===== src/rtl/cus43_layer_shifter.sv =====
// cus43_layer_shifter: per-layer pixel serialiser.
// A 4-pixel slice is loaded from the tile PROM data on S3H. One 11-bit dot
// {colour, pen} is then emitted per CLK_6M, through a registered output stage.
// Optional macro CUS43_SYNC_CHECK_EN builds the sticky SYNC_ERR fault flag.
// When the macro is undefined, SYNC_ERR is tied low.
module cus43_layer_shifter #(
    parameter int         ASSIGNED_LAYER  = 0,
    parameter logic [2:0] TRANSPARENT_PEN = 3'd7
) (
    input  logic        CLK_6M,
    input  logic        nRST,
    input  logic        FLIP,
    input  logic        S3H,
    input  logic        ATTR_LATCH,
    input  logic [7:0]  ATTR,
    input  logic [7:0]  GD,
    input  logic [3:0]  GDH,
    input  logic        BLANK,
    output logic [10:0] DOT,
    output logic        TRANSP,
    output logic        SYNC_ERR
);

    typedef enum logic [1:0] {
        IDLE     = 2'd0,
        SHIFT    = 2'd1,
        UNDERRUN = 2'd2
    } state_t;

    state_t      state_q;
    logic [1:0]  slot_q;
    logic [2:0]  pens_q [4];
    logic [7:0]  pend_q;
    logic [7:0]  colour_q;
    logic [10:0] dot_q;
    logic        transp_q;

    logic [2:0]  rawPen [4];
    logic [2:0]  slicePen [4];
    logic [2:0]  outPen;

    // The layer index only names a debug scope; it has no behavioural effect.
    if (ASSIGNED_LAYER == 0) begin : g_layer0
    end else begin : g_layer1
    end

    // Gather the slice pens in emission order, so FLIP only matters at load time.
    always_comb begin
        rawPen[0]   = {GDH[3], GD[3], GD[7]};
        rawPen[1]   = {GDH[2], GD[2], GD[6]};
        rawPen[2]   = {GDH[1], GD[1], GD[5]};
        rawPen[3]   = {GDH[0], GD[0], GD[4]};
        slicePen[0] = FLIP ? rawPen[3] : rawPen[0];
        slicePen[1] = FLIP ? rawPen[2] : rawPen[1];
        slicePen[2] = FLIP ? rawPen[1] : rawPen[2];
        slicePen[3] = FLIP ? rawPen[0] : rawPen[3];
    end

    // Pen for this cycle's output: the current slot when shifting, otherwise transparent.
    // BLANK overrides the pen without disturbing the shifter.
    always_comb begin
        outPen = TRANSPARENT_PEN;
        if (state_q == SHIFT) begin
            outPen = pens_q[slot_q];
        end
        if (BLANK) begin
            outPen = TRANSPARENT_PEN;
        end
    end

    // Slice FSM, attribute registers and registered dot output.
    // Any S3H reloads the slice, whatever the state.
    always_ff @(posedge CLK_6M) begin
        if (!nRST) begin
            state_q  <= IDLE;
            slot_q   <= 2'd0;
            for (int i = 0; i < 4; i++) begin
                pens_q[i] <= 3'd0;
            end
            pend_q   <= 8'd0;
            colour_q <= 8'd0;
            dot_q    <= 11'd0;
            transp_q <= 1'b1;
        end else begin
            dot_q    <= {colour_q, outPen};
            transp_q <= (outPen == TRANSPARENT_PEN);
            if (ATTR_LATCH) begin
                pend_q <= ATTR;
            end
            if (S3H) begin
                state_q  <= SHIFT;
                slot_q   <= 2'd0;
                colour_q <= pend_q;
                for (int i = 0; i < 4; i++) begin
                    pens_q[i] <= slicePen[i];
                end
            end else if (state_q == SHIFT) begin
                if (slot_q == 2'd3) begin
                    state_q <= UNDERRUN;
                end else begin
                    slot_q <= slot_q + 2'd1;
                end
            end
        end
    end

    assign DOT    = dot_q;
    assign TRANSP = transp_q;

`ifdef CUS43_SYNC_CHECK_EN
    logic syncErr_q;
    logic syncFault;

    // A fault is S3H arriving at any slot other than the last one, or S3H missing at the last slot.
    always_comb begin
        syncFault = (state_q == SHIFT) && (S3H != (slot_q == 2'd3));
    end

    // Sticky fault flag; only reset clears it.
    always_ff @(posedge CLK_6M) begin
        if (!nRST) begin
            syncErr_q <= 1'b0;
        end else if (syncFault) begin
            syncErr_q <= 1'b1;
        end
    end

    assign SYNC_ERR = syncErr_q;
`else
    assign SYNC_ERR = 1'b0;
`endif

endmodule


===== config.mk =====
export PLATFORM = sky130hd
export DESIGN_NAME = cus43_layer_shifter
export DESIGN_NICKNAME = d
export VERILOG_FILES = /design/src/rtl/cus43_layer_shifter.sv
export SDC_FILE = /design/constraint.sdc
export NUM_CORES = 1
export LEC_CHECK = 0
export CAP_MARGIN = 30
export CORE_MARGIN = 1.5
export CORE_UTILIZATION = 55
export CTS_BUF_LIST = sky130_fd_sc_hd__clkbuf_4 sky130_fd_sc_hd__clkbuf_8
export DETAILED_ROUTE_END_ITERATION = 12
export PLACE_DENSITY = 0.89
export SLEW_MARGIN = 20
export SYNTH_ARGS = -nofsm -noshare
export SYNTH_HDL_FRONTEND = slang
export SYNTH_SLANG_ARGS = --single-unit

===== constraint.sdc =====
create_clock -name CLK_6M -period 2.1 [get_ports CLK_6M]
set_clock_uncertainty 0.05 [all_clocks]
set_input_delay 0.21 -clock CLK_6M [delete_from_list [all_inputs] [get_ports CLK_6M]]
set_output_delay 0.21 -clock CLK_6M [all_outputs]
set_load 0.005 [all_outputs]

## After elaboration in Yosys (flattened, before gate mapping)

Memory sizes are Yosys's and may differ from the RTL's. A register that Yosys moved wholly into a read port is not among the register bits.
Index checks and enable logic that the tools add are counted.

| word-level totals | value |
|---|---|
| bits in registers | 32 |
| bits in writable memories | 12 |
| input bits | 26 |
| output and inout port bits | 13 |
| word-level logic and storage cells | 43 |
| memories | 1 |

| operators by class | value |
|---|---|
| add/subtract/negate cells | 1 |
| eq/ne operators | 3 |
| muxes and demuxes | 19 |
| bitwise gates (word level) | 6 |
| reductions and logical operators | 6 |

Memory list:

| name | words | width | read ports | clocked after Yosys merged registers in | wr ports | RTL line | source |
|---|---|---|---|---|---|---|---|
| pens_q | 4 | 3 | 1 | 1 | 4 | 32 | `logic [2:0] pens_q [4];` |

Operator list:

| operator | number |
|---|---|
| $mux 3 | 10 |
| $mux 1 | 7 |
| $reduce_and 2->1 | 3 |
| $mux 2 | 2 |
| $or 1x1->1 | 4 |
| $reduce_bool 2->1 | 2 |
| $eq 3x3->1 const B | 1 |
| $add 2x1->2 const B | 1 |
| $eq 2x1->1 const B | 1 |
| $eq 2x2->1 const B | 1 |
| $not 1->1 | 2 |
| $reduce_or 2->1 | 1 |

## Depth between registers and ports, before layout

Gate-level depths: netlist of run 1.

| depth | value |
|---|---|
| depth in word-level cells | 5 |
| mapped depth | 4 |
| depth with buffers taken out | 4 |

## Least setup slack after synthesis of run 1

OpenSTA, ideal clock, no wires.

| timing | value |
|---|---|
| path type | input to register |
| start | input port S3H |
| end | memory pens_q[0][0] (enable) |
| setup time | 0.373 ns |
| data arrival time | 0.878 ns |
| data required time | 1.677 ns |
| slack | 0.798 ns |
| stages on the path | 2 |
| buffers on the path | 1 |
| cells stage by stage | buf_2 -> nand2b_1 |

RTL lines:

| element | RTL line | source |
|---|---|---|
| start: declaration | 13 | `input logic S3H,` |
| end: declaration | 32 |  |

## Final worst setup path of run 1

| timing | value |
|---|---|
| start | register slot_q[0] |
| end | register slot_q[1] |

| on the way | value |
|---|---|
| longest elaborated chain between the ends | 3 |
| elaborated cells between the ends (all ways) | 4 |
| classes of those cells | add/sub (1); eq/ne (1); bitwise (1); reduce/logical (1) |

Ends and longest elaborated chain:

| element | RTL line | source |
|---|---|---|
| start: declaration | 31 | `logic [1:0] slot_q;` |
| start signal: assignment | 101 | `slot_q <= slot_q + 2'd1;` |
| $eq 2x2->1 | 98 | `if (slot_q == 2'd3) begin` |
| $not 1->1 (no source line) | n/a |  |
| $reduce_and 2->1 (no source line) | n/a |  |

Parallel ways exist; a longest one is shown, timed or not.
A chain may end at the register's enable or synchronous reset.

==> impl_metrics.py, run 1 <==
metrics = {
    "timing": {
        "maxSlewViolCount": 0,
        "setup_viol": 0,
        "hold_viol": 0,
        "timing.hold.ws_ns": 0.4070,
        "worstMarginPinSlew_ns": 0.6949,
        "rsz0062_at_grt": "false",
        "fin_crit_sh_pct": 69.91,
        "tns_ns": 0,
        "clock.fmax_ghz": 0.6812,
        "relSlewSlack_pct": 53.67,
        "fin_crit_ns": 1.468,
    },
    "yosys": {
        "synth_xor_area_share_pct": 0.4982,
        "syn_inst": 143,
        "ys.flop_type": "dfxtp_1",
        "syn_nets": 170,
        "ys_types": 21,
        "synthTopCellsByArea": "dfxtp_1 39%, edfxtp_1 20%, mux2i_1 17%",
        "syn_area_um2": 1758,
        "synth_adder_area_share_pct": 0.7117,
        "ys_seq_elements": 46,
        "yosysSeqAreaShare_pct": 59.22,
        "yosysWarnings": 0,
        "yosysTopAreaCell": "dfxtp_1",
        "async_reset_ff_share_pct": 0,
        "avgSynthCellArea_um2": 12.29,
        "synth_top_area_share_pct": 38.72,
        "synth_compound_area_share_pct": 1.851,
        "synthMuxAreaShare_pct": 20.36,
        "synth_edf_count": 12,
        "yosys.area_share.simple_pct": 14.73,
        "synth_top_family_by_area": "multiplexers",
    },
    "setup_path": {
        "slowest_delay_ns": 0.37,
        "path_class": "reg -> reg",
        "cp.required_ns": 2.28,
        "arrival_ns": 1.64,
        "worstPathCellList": "ha_1 -> nor3b_1 -> mux2i_1 -> nor2_1",
        "cp_slowest_cell": "nor3b_1",
        "cp_max_fo": 3,
        "r2r_cells": 4,
        "start_kind": "flip-flop",
        "crit_path_end_kind": "flip-flop",
    },
    "cells_and_area": {
        "final_nets": 209,
        "fill_cells": 209,
        "diodes": 0,
        "drive_gt1_share_pct": 8.197,
        "mostFrequentLayoutCell": "clkdlybuf4s50_1",
        "area_delta_synth_final_pct": 27.90,
        "final_cell_mix": "37 x clkdlybuf4s50_1, 34 x dfxtp_1, 29 x mux2i_1",
        "utilization_pct": 73.65,
        "stdcell_area_um2": 2248,
    },
    "clock_tree": {
        "cts_setup_buffers": 0,
        "root_buffer": "clkbuf_4",
        "clk_pin_slew_ns": 0.14,
        "post_cts_resize_count": 0,
        "hold_buffers": 0,
        "worstSkewPairLatency_ns": 0.35,
        "cts_max_path_buffers": 2,
        "cts_tree": "done",
        "cts_num_sinks": 46,
        "cts_max_level": 2,
        "cts_buffers": 5,
    },
    "grt": {
        "grt_remaining_overflow": 0,
        "antenna_found_initial": 0,
        "track_usage_pct": 20.63,
        "grt_first_pass_wirelength_mm": 5.202,
        "grt_start_max_net_pins": 25,
        "grt_pass1_vias": 1155,
    },
    "drt": {
        "drc": 0,
        "vias_per_cell": 5.194,
        "avgRoutedWirePerCell_um": 14.02,
        "wl_met3_um": 125,
        "met2WireLength_mm": 1.699,
        "wl_met1_mm": 1.289,
        "maxUsedRoutingLayer": "met4",
        "routed_wl_mm": 3.182,
        "dr_total_vias": 1179,
        "dr.pass1.iters": 4,
        "drt_iter0_drc": 38,
        "ant_nets": 0,
    },
    "die": {
        "ios": 39,
        "core_area_um2": 3053,
        "die_area_um2": 3544,
        "die_w_um": 59.54,
        "row_count": 20,
        "initial_core_util_pct": 57.58,
        "die_y_um": 59.54,
    },
    "place": {
        "dp_hpwl_mm": 2.265,
        "portBuffers": 37,
        "place.gp.congestion": 0.7249,
        "place_area_um2": 2167,
    },
    "power_and_ir_drop": {
        "p_total_uw": 1697,
        "p_per_area_nw_per_um2": 754.7,
        "vdd_ir_drop_max_v": 0.0006166,
        "leakage_uw": 0.0009125,
    },
    "min_path": {
        "whs_path_depth": 3,
        "hp-class": "in -> reg",
    },
    "run_status": {
        "status": "complete, no violations",
    },
    "job": {
        "drv_cap": 0,
    },
}
==> critical path, delay by kind of cell, from the launching register on <==
| kind | cells | cell delay, ns |
|---|---|---|
| adders and majority gates | 1 | 0.22 |
| DFF | 1 | 0.35 |
| and+or+nand+nor | 2 | 0.45 |
| muxes | 1 | 0.27 |
==> final timing paths <==
check / slack, ns / to / start
min reg2reg: 0.42 / DOT[4]$_SDFF_PN0_ / colour_q[1]$_SDFFE_PN0P_
max: 0.63 / slot_q[1]$_SDFFE_PP0P_ / slot_q[0]$_SDFFE_PP0P_
max reg2reg: 0.63 / slot_q[1]$_SDFFE_PP0P_ / slot_q[0]$_SDFFE_PP0P_
min: 0.41 / pend_q[6]$_SDFFE_PN0P_ / ATTR[6]
==> Yosys cell counts (2+ instances only) <==
| cell | instances |
|---|---|
| nand3_1 | 2 |
| mux2i_1 | 29 |
| a21oi_1 | 2 |
| nor2_1 | 16 |
| and2_1 | 8 |
| nor2b_1 | 17 |
| edfxtp_1 | 12 |
| o21a_1 | 3 |
| clkbuf_1 | 3 |
| buf_2 | 4 |
| mux4_2 | 3 |
| nand2b_1 | 2 |
| dfxtp_1 | 34 |
==> area by class of cell <==
| class | count | area, um2 | share of cell area [%] |
|---|---|---|---|
| Clock buffer | 6 | 45.04 | 2.003 |
| Multi-Input combinational cell | 88 | 674.4 | 29.99 |
| Tap cell | 44 | 55.05 | 2.449 |
| Clock inverter | 2 | 36.28 | 1.614 |
| Timing Repair Buffer | 40 | 392.9 | 17.47 |
| Sequential cell | 46 | 1041 | 46.30 |
| Inverter | 1 | 3.754 | 0.1669 |
==> cells by family (layout without fill, tap and decap cells) <==
kind of cell    Yosys count  count (layout)
simple gates             48              48
flops                    46              46
mux                      32              32
buf+inv                   9              49
compound gates            5               5
fa+ha+maj                 1               1
other cells               1               1
xor+xnor                  1               1
==> registers in the layout (all words and copies together) (netlist names), named ones only <==
signal    count
pens_q       12
DOT          11
colour_q      8
pend_q        8
slot_q        2
state_q       2
TRANSP        1
==> routing by layer <==
metal  vias up  global-route usage (%)
li1        560                       -
met1       579                   23.61
met2        32                   35.79
met3         8                   6.114
met4         0                   8.571
met5         -                       0
==> metrics by stage <==
step / worst slack, ns / cells
after floorplan: 0.7981 / 143
after CTS: 0.6389 / 227
final: 0.6319 / 227
after global placement: 0.4079 / 219
after global routing: 0.5492 / 227
after detailed placement: 0.3454 / 219
==> report_power, final <==
| part | internal (uW) | switching (uW) |
|---|---|---|
| clock | 266 | 273 |
| sequential | 957 | 17.8 |
| combinational | 111 | 73.3 |
| total | 1330 | 364 |
Power figures use the tool's default switching activity.
==> run 2, diff against run 1 <==
--- a/config.mk
+++ b/config.mk
@@ -7,10 +7,10 @@
 export LEC_CHECK = 0
 export CAP_MARGIN = 30
 export CORE_MARGIN = 1.5
-export CORE_UTILIZATION = 55
+export CORE_UTILIZATION = 51
 export CTS_BUF_LIST = sky130_fd_sc_hd__clkbuf_4 sky130_fd_sc_hd__clkbuf_8
 export DETAILED_ROUTE_END_ITERATION = 12
-export PLACE_DENSITY = 0.89
+export PLACE_DENSITY = 0.84
 export SLEW_MARGIN = 20
 export SYNTH_ARGS = -nofsm -noshare
 export SYNTH_HDL_FRONTEND = slang
==> constraint.sdc (replaced) <==
create_clock -name CLK_6M -period 1.4 [get_ports CLK_6M]
set_clock_uncertainty 0.05 [all_clocks]
set_input_delay 0.14 -clock CLK_6M [delete_from_list [all_inputs] [get_ports CLK_6M]]
set_output_delay 0.14 -clock CLK_6M [all_outputs]
set_load 0.005 [all_outputs]
==> run 2 against run 1 <==
Effect of this change: final cell count up 2.2%; global-route usage decreased by 2.9 points; flip-flop and latch count unchanged; total power increased by 51%; die area up 7.4%; largest cell class unchanged; register-to-register slack got worse by 0.53 ns; combinational power rose by 59%; maximum frequency increased by 13%; clock power increased by 49%; hold slack got worse by 0.059 ns.
==> impl_metrics.py, run 2 (synthesis gave the netlist of run 1 again) <==
metrics = {
    "run_status": {
        "status": "complete, no violations",
    },
    "drt": {
        "vias_per_cell": 5.009,
        "maxUsedRoutingLayer": "met4",
        "met2WireLength_mm": 1.563,
        "ant_nets": 0,
        "routed_wl_mm": 3.087,
        "dr.pass1.iters": 3,
        "drc": 0,
        "wl_met3_um": 177,
        "wl_met1_mm": 1.286,
        "dr_total_vias": 1162,
        "drt_iter0_drc": 17,
        "avgRoutedWirePerCell_um": 13.31,
    },
    "power_and_ir_drop": {
        "leakage_uw": 0.001069,
        "vdd_ir_drop_max_v": 0.0007456,
        "p_per_area_nw_per_um2": 1094,
    },
    "setup_path": {
        "critPathTopFamily": "flip-flops",
        "crit_path_end_kind": "flip-flop",
        "arrival_ns": 1.50,
        "cp.required_ns": 1.61,
        "start_kind": "flip-flop",
        "cp_slowest_cell": "dfxtp_1",
        "slowest_delay_ns": 0.35,
        "path_class": "reg -> reg",
        "cp_max_fo": 3,
        "worstPathCellList": "ha_1 -> nor3b_2 -> mux2i_1 -> nor2_1",
        "critical_path_buf_inv_count": 0,
    },
    "clock_tree": {
        "cts_buffers": 5,
        "cts_tree": "done",
        "root_buffer": "clkbuf_4",
        "cts_max_path_buffers": 2,
        "cts_num_sinks": 46,
        "clk_pin_slew_ns": 0.14,
        "cts_max_level": 2,
        "hold_buffers": 0,
        "cts_setup_buffers": 0,
        "worstSkewPairLatency_ns": 0.36,
    },
    "cells_and_area": {
        "mostFrequentLayoutCell": "dfxtp_1",
        "final_cell_mix": "30 x dfxtp_1, 29 x mux2i_1, 25 x clkdlybuf4s50_1",
        "utilization_pct": 70.56,
        "area_delta_synth_final_pct": 32.88,
        "top_register": "pens_q",
        "diodes": 0,
        "final_nets": 212,
        "fill_cells": 253,
        "largest_register_ff_count": 12,
        "drive_gt1_share_pct": 12.37,
    },
    "die": {
        "die_y_um": 61.71,
        "initial_core_util_pct": 53.10,
        "row_count": 21,
        "die_w_um": 61.71,
        "die_area_um2": 3808,
        "ios": 39,
        "core_area_um2": 3311,
    },
    "timing": {
        "setup_viol": 0,
        "hold_viol": 0,
        "tns_ns": 0,
        "rsz0062_at_grt": "false",
        "maxSlewViolCount": 0,
        "fin_crit_sh_pct": 92.54,
        "clock.fmax_ghz": 0.7718,
        "fin_crit_ns": 1.296,
    },
    "grt": {
        "antenna_found_initial": 0,
        "grt_pass1_vias": 1034,
        "grt_first_pass_wirelength_mm": 4.623,
        "grt_remaining_overflow": 0,
        "grt_start_max_net_pins": 25,
        "track_usage_pct": 17.77,
    },
    "min_path": {
        "hp-class": "in -> reg",
    },
    "place": {
        "dp_hpwl_mm": 2.254,
        "place.gp.congestion": 0.7299,
        "portBuffers": 37,
    },
    "job": {
        "drv_cap": 0,
    },
}
[run 2: cell types whose count changed in the layout (fill, tap and decap cells not counted), sizes merged]
cell	previous run	this run
buf	3	6
clkdlybuf4s50	37	25
dlygate4sd2	0	4
clkbuf	6	5
clkinv	0	1
dlymetal6s2s	0	8
[run 2: routing by layer]
layer,vias to the layer above,track usage (%)
met4,0,10.94
li1,564,-
met1,559,20.32
met5,-,0
met2,33,27.52
met3,6,7.660
[run 2: report_power, final]
part / internal, uW / switching (uW) / total [uW]
Combinational: 178 / 114 / 292
Sequential: 1440 / 26.9 / 1460
Clock: 379 / 421 / 801
[run 2: repair_timing]
item                                   4_1_cts  5_1_grt
endpoints found under the hold margin        0        0
setup endpoints to repair                    4       15
resized for setup                            6       11
pin swaps                                    0        0
[run 2: stage by stage]
| stage | instances | hold slack [ns] | area [um2] | power (uW) | setup slack, ns |
|---|---|---|---|---|---|
| 2_1_floorplan | 143 | 0.2594 | 1758 | 1631 | 0.1072 |
| 3_3_place_gp | 224 | 0.3863 | 2230 | 1768 | 0.04080 |
| 3_5_place_dp | 224 | 0.3958 | 2230 | 1788 | -0.01772 |
| 4_1_cts | 232 | 0.3400 | 2308 | 2578 | 0.0004425 |
| 5_1_grt | 232 | 0.3363 | 2336 | 2665 | 0.01264 |
| 6_report | 232 | 0.3481 | 2336 | 2556 | 0.1044 |
[run 2: worst paths after layout]
| kind | from | depth (start not counted) | slack, ns | to |
|---|---|---|---|---|
| worst max register to register | slot_q[0]$_SDFFE_PP0P_ | 4 | 0.10 | flip-flop |
| worst min-delay path | ATTR[0] | 3 | 0.35 | pend_q[0]$_SDFFE_PN0P_ |
| worst min register to register | colour_q[1]$_SDFFE_PN0P_ | 1 | 0.42 | DOT[4]$_SDFF_PN0_ |
| worst max-delay path | slot_q[0]$_SDFFE_PP0P_ | 4 | 0.10 | flip-flop |
[run 2: worst min-delay path, cell delays in order]
cell and delay, ns:
clkdlybuf4s50_1 0.40, mux2i_1 0.14, nor2b_1 0.06
[run 2: area by class of cell]
| type | count | area [um2] | share of cell area [%] |
|---|---|---|---|
| flip-flops and latches | 46 | 1046 | 44.78 |
| multi-input cells | 88 | 679.4 | 29.08 |
| repair buffers | 43 | 467.9 | 20.03 |
| well taps | 46 | 57.56 | 2.464 |
| clock inverters | 3 | 43.79 | 1.875 |
| clock buffers | 5 | 37.54 | 1.607 |
| inverters | 1 | 3.754 | 0.1607 |
